`config.mk`:
```
export PLATFORM = sky130hd
export DESIGN_NAME = pipe_stage_reg
export DESIGN_NICKNAME = d
export VERILOG_FILES = /design/src/rtl/pipe_stage_reg.sv
export SDC_FILE = /design/constraint.sdc
export NUM_CORES = 1
export LEC_CHECK = 0
export CORE_MARGIN = 2
export CORE_UTILIZATION = 46
export CTS_CLUSTER_DIAMETER = 80
export DETAILED_ROUTE_END_ITERATION = 12
export MAX_ROUTING_LAYER = met4
export PLACE_DENSITY = 0.83
export SLEW_MARGIN = 10
export SYNTH_ARGS = -nofsm -noshare
export SYNTH_HDL_FRONTEND = slang
export SYNTH_SLANG_ARGS = --single-unit
export TNS_END_PERCENT = 1
```
`constraint.sdc`:
```
create_clock -name clk -period 2.05 [get_ports clk]
set_clock_uncertainty 0.15 [all_clocks]
set_input_delay 0.5125 -clock clk [delete_from_list [all_inputs] [get_ports clk]]
set_output_delay 0.5125 -clock clk [all_outputs]
set_load 0.05 [all_outputs]
```
`src/rtl/pipe_stage_reg.sv`:
```
// Parametrised inter-stage pipeline register with valid/ready handshake,
// optional 2-entry skid buffer, synchronous flush and an occupancy output.
// out_data always comes from the main register; the skid register only holds
// the beat accepted while downstream was stalled.
module pipe_stage_reg #(
  parameter int unsigned     DW           = 32,
  parameter logic [DW-1:0]   RESET_VAL    = '0,
  parameter bit              SKID_EN      = 1'b1,
  parameter bit              CLR_ON_FLUSH = 1'b1
) (
  input  logic          clk,
  input  logic          resetn,
  input  logic          flush,
  input  logic          in_valid,
  output logic          in_ready,
  input  logic [DW-1:0] in_data,
  output logic          out_valid,
  input  logic          out_ready,
  output logic [DW-1:0] out_data,
  output logic [1:0]    occupancy
);

  typedef enum logic [1:0] {
    ST_EMPTY = 2'd0,
    ST_FULL  = 2'd1,
    ST_SKID  = 2'd2
  } state_e;

  state_e          state_q, state_d;
  logic [DW-1:0]   main_q, main_d;
  logic [DW-1:0]   skid_q, skid_d;
  logic            in_ready_q, in_ready_d;
  logic            out_valid_q, out_valid_d;
  logic [1:0]      occ_q, occ_d;
  logic            accept;
  logic            deliver;

  // Handshake: registered in_ready with the skid buffer, otherwise a
  // combinational "slot free or being freed this cycle" term.
  assign in_ready  = SKID_EN ? in_ready_q : (!out_valid_q || out_ready);
  assign accept    = in_valid && in_ready && !flush;
  assign deliver   = out_valid_q && out_ready;

  assign out_valid = out_valid_q;
  assign out_data  = main_q;
  assign occupancy = occ_q;

  // Next-state and datapath steering; flush overrides every other transition.
  always_comb begin
    // NOTE: every always_comb output gets a default first so no path leaves it unassigned (no latch).
    state_d = state_q;
    main_d  = main_q;
    skid_d  = skid_q;

    if (flush) begin
      state_d = ST_EMPTY;
      if (CLR_ON_FLUSH) begin
        main_d = RESET_VAL;
      end
    end else begin
      unique case (state_q)
        ST_EMPTY: begin
          if (accept) begin
            main_d  = in_data;
            state_d = ST_FULL;
          end
        end
        ST_FULL: begin
          if (deliver && accept) begin
            main_d  = in_data;
          end else if (deliver) begin
            state_d = ST_EMPTY;
          end else if (accept && SKID_EN) begin
            // Downstream stalled: park the new beat behind the main one.
            skid_d  = in_data;
            state_d = ST_SKID;
          end
        end
        ST_SKID: begin
          if (deliver) begin
            main_d  = skid_q;
            state_d = ST_FULL;
          end
        end
        default: state_d = ST_EMPTY;
      endcase
    end

    out_valid_d = (state_d != ST_EMPTY);
    in_ready_d  = (state_d != ST_SKID);
    unique case (state_d)
      ST_FULL: occ_d = 2'd1;
      ST_SKID: occ_d = 2'd2;
      default: occ_d = 2'd0;
    endcase
  end

  // State, payload and registered status outputs.
  always_ff @(posedge clk or negedge resetn) begin
    if (!resetn) begin
      // NOTE: payload registers are reset too, because out_data must read RESET_VAL right after reset.
      state_q     <= ST_EMPTY;
      main_q      <= RESET_VAL;
      skid_q      <= RESET_VAL;
      in_ready_q  <= 1'b1;
      out_valid_q <= 1'b0;
      occ_q       <= 2'd0;
    end else begin
      // NOTE: non-blocking assignments so every flop samples pre-edge values.
      state_q     <= state_d;
      main_q      <= main_d;
      skid_q      <= skid_d;
      in_ready_q  <= in_ready_d;
      out_valid_q <= out_valid_d;
      occ_q       <= occ_d;
    end
  end

endmodule

```
==> results by group <==
Outcome
  – Run status: completed

Pwr
  – Final Total Pwr: 4190 uW
  – LEAKAGE: 0.00220 uW
  – Power per cell area: 964 nW/um^2
  – Largest voltage drop on the vdd net: 470 uV

Place
  – Port Buf Inserts: 72
  – Final estimated routing congestion in global placement: 0.820
  – Detailed placer's ending HPWL: 5060 um

Synthesis
  – Top post-synthesis cells by area: dfrtp_1 (52%), a211oi_1 (14%), mux2_4 (14%)
  – Total number of yosys warnings: 0
  – Synth async-reset ratio: 1.00
  – Post-Syn Instances: 244
  – Synthesized cell area: 3320 um^2
  – Top-area cell type share of the netlist area: 0.521
  – Cell type with the largest total area after synthesis: dfrtp_1
  – Cell variety after synth: 25
  – Mapped Nets: 281
  – Primary flip-flop cell chosen by synthesis mapping: dfrtp_1
  – Yosys reg bits: 70
  – EDFF count, synth: 0
  – Sequential cell area fraction in the yosys report: 0.529
  – Mean cell area of the mapped netlist: 13.6 um^2

Clock tree
  – H-tree depth: 3
  – Max Root-Sink Buffers: 2
  – Clk_lat worst skew: 0.35 ns
  – Clock buffer count from CTS: 9
  – CTS root buf: clkbuf_8
  – TritonCTS sink count: 70
  – Clock slew seen by the registers of the worst setup and hold paths: 0.08 ns
  – TritonCTS clock tree: done

STA
  – Max-slew violations: 0
  – Min cycle time layout: 1.96 ns
  – Max Clock Freq: 509 MHz
  – Final hold slack: 0.346 ns
  – Setup_tns: 0 ns
  – RSZ-0062 raised after global routing: false
  – Tightest slew margin relative to the limit: 0.719
  – Count of final hold-check violations: 0
  – Count of endpoints failing setup in the final report: 0
  – Transition at the pin with the smallest max-transition slack: 0.422 ns
  – Post-route fraction of the period consumed by the critical path: 0.958

Drt
  – Number of vias per cell: 5.75
  – Initial detailed-routing violation count: 108
  – Detail-routed net length per standard cell: 18.3 um
  – Count of antenna-violating nets left after detailed routing: 0
  – Post-detailed-route DRC marker count: 0
  – Total via count after detailed routing: 2415
  – Final routed wirelength across all metal layers: 7700 um
  – Length of the first detailed-routing pass in iterations: 4

Job
  – MaxCap Viol Count: 0

Setup path
  – Type of destination of the critical path: flip-flop
  – Required time of the critical path: 2.12 ns
  – Maximum fanout count along the critical path: 17
  – Startpoint type of the worst setup path: flip-flop
  – Type of the worst setup path: flip-flop to flip-flop
  – Endpoint arrival time on the critical path: 2.04 ns

Finish
  – Area delta synth->final: 31.2%
  – Ratio of cells with drive above 1 in the final layout: 0.340
  – Diode count: 0
  – Post-Route Utilization: 0.633
  – Top library cells by usage in the layout, fill and taps aside: dfrtp_1 (68), a211oi_1 (64), buf_4 (49), mux2i_1 (32), clkdlybuf4s50_1 (32)
  – Nets: 356
  – Most common cell after layout, fill and taps aside: dfrtp_1

Die
  – Die Y-Extent: 88.9 um
  – Number of top-level design ports: 73
  – Standard-cell rows: 30
  – Full die area: 7900 um^2
  – Initial core utilization: 0.483
  – Width of the die: 88.9 um
  – Core ar.: 6870 um^2

Global routing
  – Antenna violations before repair: 0
  – Number of global-route vias before repair: 2585
  – Wire length of the first global-routing pass: 12900 um
  – Met2 layer usage reported by global route: 0.334
  – M1 GR Usage: 0.291
  – Aggregate global-route resource usage: 0.219
  – Grt total ovfl: 0
  – Pin count of the biggest net entering global routing: 43
  – Met3 Track Usage GR: 0.0554
  – Global routing's busiest layer: met2

Min path
  – Hold WC Path Type: input port to async pin
==> worst paths after layout <==
kind / startpoint / to / slack (ns) / cells after the start
max: in_ready / skid_q[7] / 0.09 / 4
min: resetn / out_data[20] / 0.35 / 2
max reg2reg: in_ready / skid_q[7] / 0.09 / 4
min reg2reg: skid_q[30] / skid_q[30] / 0.36 / 1
max in group asynchronous: resetn / skid_q[6] / 0.89 / 3
min in group clk: skid_q[30] / skid_q[30] / 0.36 / 1
==> cells in the mapped netlist, types with 2 or more instances <==
library cell,count
o211a_1,2
mux2i_1,32
a21oi_1,2
buf_6,5
nor3b_1,2
nand2_1,2
dfrtp_1,69
clkbuf_1,18
mux2_4,30
mux2_2,2
buf_2,3
a211oi_1,64
==> layer usage <==
layer	wire length, um	vias up
met5	0	-
met4	82	0
met3	253	7
met2	3790	55
met1	3570	1266
li1	-	1087
==> cell type report <==
cell class	instances	area [um^2]
fillers	528	2520
flip-flops and latches	70	1750
multi-input cells	147	1430
repair buffers	91	845
clock buffers	9	124
well taps	96	120
clock inverters	7	81.3
==> registers in the layout, summed over array words and instances, names as in the netlist <==
register   cells
out_valid      1
skid_q        32
state_q        2
occupancy      2
out_data      32
in_ready       1
==> kinds of logic after synthesis <==
family	share of synthesized area
compound gates	0.166
buf+inv	0.0430
flops	0.529
mux	0.239
simple gates	0.0226
==> power breakdown <==
group | total [uW] | internal, uW | switching, uW
logic | 1160 | 593 | 572
registers | 1870 | 1680 | 185
clock network | 1160 | 579 | 585
==> critical path, cell delays in order (launching register included) <==
cell and delay (ns):
dfstp_2 0.59, nand2_2 0.08, or4_4 0.53, buf_12 0.19, mux2_4 0.30
==> through the flow <==
step,instance area [um^2],std cells,worst slack (ns)
floorplan,3320,244,-0.0757
global placement,4130,403,-0.336
detailed placement,4130,403,-0.371
CTS,4350,420,0.0158
global route,4350,420,0.0533
finish,4350,420,0.0856
==> timing repair <==
| item | in CTS | in global routing |
|---|---|---|
| gates resized for setup | 1 | 1 |
| pin swaps | 0 | 0 |
| hold buffers | 1 | 0 |
| hold endpoints to repair | 2 | 0 |
| buffers inserted | 0 | 0 |
| endpoints found under the setup margin | 8 | 47 |
(Power assumes the default switching activity.)
